`config.mk`:
```
export PLATFORM = sky130hd
export DESIGN_NAME = fetch_queue
export DESIGN_NICKNAME = d
export VERILOG_FILES = /design/src/rtl/fetch_pkg.sv /design/src/rtl/sync_fifo.sv /design/src/rtl/fetch_queue.sv
export SDC_FILE = /design/constraint.sdc
export NUM_CORES = 1
export LEC_CHECK = 0
export ABC_AREA = 0
export CORE_AREA = 2 2 331 169
export CTS_BUF_LIST = sky130_fd_sc_hd__clkbuf_8
export CTS_CLUSTER_SIZE = 28
export DETAILED_ROUTE_END_ITERATION = 6
export DIE_AREA = 0 0 333 171
export HOLD_SLACK_MARGIN = 0.1
export SLEW_MARGIN = 20
export SYNTH_ARGS = -nofsm -noshare
export SYNTH_HDL_FRONTEND = slang
export SYNTH_SLANG_ARGS = --single-unit
```
`constraint.sdc`:
```
create_clock -name clk -period 4.1 [get_ports clk]
set_input_delay 0.82 -clock clk [delete_from_list [all_inputs] [get_ports clk]]
set_output_delay 0.82 -clock clk [all_outputs]
set_load 0.05 [all_outputs]
```
`src/rtl/fetch_pkg.sv`:
```
// Shared definitions for the instruction fetch queue.
package fetch_pkg;

    // Fetch control states: FETCH issues requests, FLUSH drops one cycle after a redirect
    typedef enum logic [0:0] {
        FETCH = 1'b0,
        FLUSH = 1'b1
    } fetch_state_e;

    // Every instruction occupies one 4-byte word
    localparam int unsigned INSN_BYTES = 4;

endpackage

```
`src/rtl/sync_fifo.sv`:
```
// Synchronous FIFO with wrap-around pointers, separate occupancy counter and a
// synchronous clear that takes priority over push and pop.
module sync_fifo #(
    parameter int WIDTH = 64,
    parameter int DEPTH = 4
) (
    input  logic                       clk,
    input  logic                       rst,
    input  logic                       clr_i,
    input  logic                       push_i,
    input  logic [WIDTH-1:0]           wdata_i,
    input  logic                       pop_i,
    output logic [WIDTH-1:0]           rdata_o,
    output logic [$clog2(DEPTH):0]     count_o
);

    localparam int PW = $clog2(DEPTH);
    localparam int CW = PW + 1;

    logic [WIDTH-1:0] mem_q [DEPTH];
    logic [PW-1:0]    wr_ptr_q, rd_ptr_q;
    logic [CW-1:0]    count_q;
    logic             push_ok, pop_ok;

    // Guard against overflow/underflow even if the producer misbehaves
    assign push_ok = push_i && (count_q != CW'(DEPTH));
    assign pop_ok  = pop_i  && (count_q != '0);

    // Pointer and occupancy update; clear wins over everything else
    always_ff @(posedge clk or posedge rst) begin
        if (rst) begin
            wr_ptr_q <= '0;
            rd_ptr_q <= '0;
            count_q  <= '0;
        end else if (clr_i) begin
            wr_ptr_q <= '0;
            rd_ptr_q <= '0;
            count_q  <= '0;
        end else begin
            if (push_ok) wr_ptr_q <= wr_ptr_q + PW'(1);
            if (pop_ok)  rd_ptr_q <= rd_ptr_q + PW'(1);
            count_q <= count_q + CW'(push_ok) - CW'(pop_ok);
        end
    end

    // Storage write; contents need no reset because the counter qualifies them
    always_ff @(posedge clk) begin
        if (push_ok && !clr_i) mem_q[wr_ptr_q] <= wdata_i;
    end

    assign rdata_o = mem_q[rd_ptr_q];
    assign count_o = count_q;

endmodule

```
`src/rtl/fetch_queue.sv`:
```
// Instruction fetch unit: issues sequential reads to a one-cycle-latency
// memory, buffers {insn, pc} pairs and hands them to a valid/ready consumer.
// A redirect flushes the queue and kills the in-flight response.
module fetch_queue import fetch_pkg::*; #(
    parameter int                AWIDTH   = 32,
    parameter int                DWIDTH   = 32,
    parameter int                DEPTH    = 4,
    parameter logic [AWIDTH-1:0] BASEADDR = 32'h0100_0000
) (
    input  logic                       clk,
    input  logic                       rst,
    output logic [AWIDTH-1:0]          mem_addr_o,
    output logic                       mem_read_en_o,
    input  logic [DWIDTH-1:0]          mem_data_i,
    input  logic                       redirect_i,
    input  logic [AWIDTH-1:0]          redirect_pc_i,
    output logic                       insn_valid_o,
    output logic [DWIDTH-1:0]          insn_o,
    output logic [AWIDTH-1:0]          pc_o,
    input  logic                       insn_ready_i,
    output logic [$clog2(DEPTH):0]     count_o
);

    localparam int CW = $clog2(DEPTH) + 1;
    localparam int OW = CW + 1;
    localparam int FW = DWIDTH + AWIDTH;

    fetch_state_e      state_q, state_d;
    logic [AWIDTH-1:0] fpc_q, fpc_d;
    logic [AWIDTH-1:0] req_pc_q;
    logic              inflight_q;
    logic              req, push, pop, head_valid;
    logic [FW-1:0]     head;
    logic [CW-1:0]     count;
    logic [OW-1:0]     occ_sum, cap_sum;

    assign head_valid = (count != '0);
    assign pop        = head_valid && insn_ready_i;
    // A response is only captured if its request survived; redirect kills it
    assign push       = inflight_q && !redirect_i && (state_q == FETCH);

    // Room check: queued + in-flight must fit, with this cycle's pop freeing a slot
    assign occ_sum = OW'(count) + OW'(inflight_q);
    assign cap_sum = OW'(DEPTH) + OW'(pop);

    // State register
    always_ff @(posedge clk or posedge rst) begin
        if (rst) state_q <= FETCH;
        else     state_q <= state_d;
    end

    // Next-state: redirect always lands in FLUSH, FLUSH lasts one cycle
    always_comb begin
        state_d = state_q;
        if (redirect_i)              state_d = FLUSH;
        else if (state_q == FLUSH)   state_d = FETCH;
    end

    // Output: issue a read only in FETCH, never under redirect or reset
    always_comb begin
        req = 1'b0;
        if (!rst && !redirect_i && (state_q == FETCH) && (occ_sum < cap_sum))
            req = 1'b1;
    end

    // Next fetch PC: redirect target, or advance past the word just requested
    always_comb begin
        fpc_d = fpc_q;
        if (redirect_i) fpc_d = redirect_pc_i;
        else if (req)   fpc_d = fpc_q + AWIDTH'(INSN_BYTES);
    end

    // Fetch PC, in-flight flag and the PC of the outstanding request
    always_ff @(posedge clk or posedge rst) begin
        if (rst) begin
            fpc_q      <= BASEADDR;
            inflight_q <= 1'b0;
            req_pc_q   <= '0;
        end else begin
            fpc_q      <= fpc_d;
            inflight_q <= req;
            if (req) req_pc_q <= fpc_q;
        end
    end

    sync_fifo #(
        .WIDTH (FW),
        .DEPTH (DEPTH)
    ) u_fifo (
        .clk     (clk),
        .rst     (rst),
        .clr_i   (redirect_i),
        .push_i  (push),
        .wdata_i ({mem_data_i, req_pc_q}),
        .pop_i   (pop),
        .rdata_o (head),
        .count_o (count)
    );

    assign mem_addr_o    = fpc_q;
    assign mem_read_en_o = req;
    assign count_o       = count;
    // Head fields read as zero whenever nothing valid is queued (including reset)
    assign insn_valid_o  = head_valid;
    assign insn_o        = head_valid ? head[FW-1:AWIDTH] : '0;
    assign pc_o          = head_valid ? head[AWIDTH-1:0]  : '0;

endmodule

```
==> summary.md <==
| Metric | Value |
|---|---|
| Reg-to-Reg Start | u_fifo.count_o[0] |
| Startpoint types | flip-flop |
| Synthesized instance count | 813 |
| GRT Resource Usage Total | 11.7% |
| Seq. cell area | 9520 um2 |
| Placed standard-cell area | 16100 um2 |
| Final nets | 1093 |
| Number of global-route vias before repair | 8006 |
| Final Hold Fails | 0 |
| PD cells | 667 nW/um2 |
| Grt met3 use | 3.01% |
| Vias per Instance | 4.34 |
| IO Pins | 169 |
| Maximum clock insertion buffer count | 3 |
| VDD IR-drop max | 0.364 mV |
| CTS tree | yes |
| Crit. End Element | primary output |
| Worst setup startpoint | u_fifo.count_o[0] |
| Final setup vio count | 0 |
| Area share of the largest cell type after synthesis | 57.5% |
| Fill count | 5361 |
| Post-CTS Resized | 0 |
| Layout Skew | 0.0175 ns |
| GRT busiest layer | met2 |
| Die W | 333 um |
| Routed via count | 7728 |
| Synth Warn # | 0 |
| Netlist cell types | 55 |
| Row cnt | 61 |
| Slew margin rel. | 51.3% |
| Worst path max stage delay | 0.70 ns |
| Fmax | 262 MHz |
| Register area share after synthesis | 71.2% |
| Leak Pwr | 0.00594 uW |
| Worst Path Required | 3.28 ns |
| Post-synth EDFFs | 256 |
| Cell taking the most area after synthesis | edfxtp_1 |
| Initial Util | 24.5% |
| Initial antenna violation count | 0 |
| Global route overflow | 0 |
| R2r setup slk | 1.34 ns |
| Largest net degree at the start of global routing | 74 |
| Final Slew Violations | 0 |
| DP Wirelength | 20700 um |
| Tmin final | 3.82 ns |
| Met1 Usage GRT | 16.3% |
| Worst Path Class, Setup | reg -> out |
| Syn nets | 892 |
| Met2 global-route usage | 18.4% |
| Avg WL per Cell | 18.9 um |
| Ys async rst share | 22.2% |
| Share of cells above drive strength 1 | 17.1% |
| Clk_lat worst skew | 0.61 ns |
| Synthesis-stage register bit count | 329 |
| CTS Buf Count | 50 |
| Critical path arrival | 3.00 ns |
| Tightest Pin Transition | 0.730 ns |
| Sum of negative setup slack | 0 ns |
| Reg2reg end | mem_addr_o[11] |
| Final Cycle Share | 93.2% |
| Worst setup path endpoint | pc_o[22] |
| Slowest-stage cell, CP | clkdlybuf4s50_1 |
| DIE AREA | 56900 um2 |
| Placer Congestion | 0.778 |
| Clock sink count | 329 |
| Pre-CTS worst setup slack | 0.677 ns |
| Crit-path cells | nor3_2 > inv_2 > buf_12 > and2_1 > clkdlybuf4s50_1 |
| RSZ-0062 raised after global routing | false |
| Initial DRC count | 615 |
| Clock tree root driver cell | clkbuf_8 |
| Routed wire length | 33700 um |
| Multi-input gate area | 3630 um2 |
| Min-Delay Path Class | reg -> reg |
| Core area | 54500 um2 |
| Max_cap viols | 0 |
| Clk slew on worst S/H paths | 0.06 ns |
| TritonRoute pass-1 iters | 5 |
| Top post-synthesis cells by area | edfxtp_1 (57%), dfrtp_1 (13%), mux4_2 (11%), nand2_1 (3.4%), and2_1 (3.3%) |
| IO Port Bufs | 168 |
| Critical Path Fanout Max | 42 |
| Synth Flop Type | edfxtp_1 |
| Result of the run | complete, no violations |
| # DRC | 0 |
| First-pass GRT wire length | 50500 um |
| Area growth syn-to-layout | 28.6% |
| Worst-case reg-to-reg path depth | 8 |
| Routed Antenna Nets | 0 |
| Fin Hold WS | 0.505 ns |
| Design area | 17200 um2 |
| Die height | 171 um |
| Post-Syn Area | 13400 um2 |
| Antenna diodes | 0 |
| H-tree levels | 2 |
| Final setup margin | 0.280 ns |
| Average cell area after synthesis | 16.4 um2 |
state kept, by name (all words and copies together), names as in the netlist:
name and flops:
inflight_q 1, mem_addr_o 32, req_pc_q 32, state_q 1, u_fifo.count_o 3, u_fifo.mem_q 256, u_fifo.rd_ptr_q 2, u_fifo.wr_ptr_q 2
worst max-delay path, delay by kind of cell (launching register included):
| kind | cells | cell delay [ns] |
|---|---|---|
| buf+inv | 3 | 1.30 |
| simple gates | 2 | 0.62 |
| flops | 1 | 0.45 |
timing repair:
| item | CTS | global route |
|---|---|---|
| hold endpoints to repair | 0 | 0 |
| buffers inserted | 1 | 0 |
| hold buffers | 0 | 0 |
| setup endpoints to repair | 2 | 0 |
how the worst min path moves through the flow:
stage                          end  slack, ns     startpoint  depth (start not counted)
2_1_floorplan  u_fifo.mem_q[0][24]       0.47   req_pc_q[24]                          0
3_3_place_gp           req_pc_q[1]       0.49  mem_addr_o[1]                          2
3_5_place_dp           req_pc_q[1]       0.50  mem_addr_o[1]                          2
4_1_cts                req_pc_q[1]       0.52  mem_addr_o[1]                          2
5_1_grt                req_pc_q[1]       0.53  mem_addr_o[1]                          2
6_report               req_pc_q[1]       0.50  mem_addr_o[1]                          2
cell families after synthesis:
logic type | count (synthesis) | share of synthesized area [%]
DFF | 329 | 71.2
xor gates and xnor gates | 7 | 0.459
and+or+nand+nor | 268 | 10.5
muxes | 69 | 11.2
AOI/OAI and AO/OA | 74 | 3.92
buffers and inverters | 55 | 1.73
adders and majority gates | 11 | 1.09
cells in the final DEF, fill, tap and decap left out, drive strengths merged, types with 3 or more instances in the layout:
cell           count
mux2               4
nand3             15
ha                10
xnor2              3
a21o               6
clkbuf            55
buf               24
and3               8
o211ai            10
a22oi              7
clkdlybuf4s50    167
nand4             10
o31ai              4
a311oi             3
or3                4
and2              71
clkinv            16
inv               26
a221o              3
o311ai             4
nor3              12
bufinv             7
a21oi              8
nor4               5
edfxtp           256
nor2              11
o21ai             23
dfrtp             72
xor2               4
mux4              64
nand2            122
Yosys cell counts, types with 8 or more instances:
cell type,instances
nand2_1,121
and3_1,8
o211ai_1,10
nor3_1,11
buf_2,17
mux4_2,64
and2_1,71
edfxtp_1,256
nand3_1,13
o21ai_1,16
dfrtp_1,72
inv_1,12
ha_1,10
nand4_1,8
nor2_1,11
clkbuf_1,20
per-stage QoR:
stage,cells,power [uW],utilization (%)
after global routing,1779,12000,31.6
after detailed placement,1685,8580,29.5
final,1779,11500,31.6
after global placement,1685,8560,29.5
after floorplan,813,7020,-
after CTS,1779,11700,31.5
area by class of cell:
cell class	instances	share of cell area, %
clock buffers	55	4.40
clock inverters	38	2.02
well taps	724	5.27
inverters	13	0.306
repair buffers	191	11.5
multi-input cells	429	21.1
flip-flops and latches	329	55.4
power by group:
part	internal, uW	total (uW)	switching (uW)
clock network	1680	3020	1340
logic	1550	4160	2610
registers	3930	4290	363
layer usage:
metal  vias to the layer above  wire length [um]
met5                         -                 0
met4                         0               513
met3                        49              1680
met2                       167             15500
met1                      3995             16000
li1                       3517                 -
(Power assumes the default switching activity.)
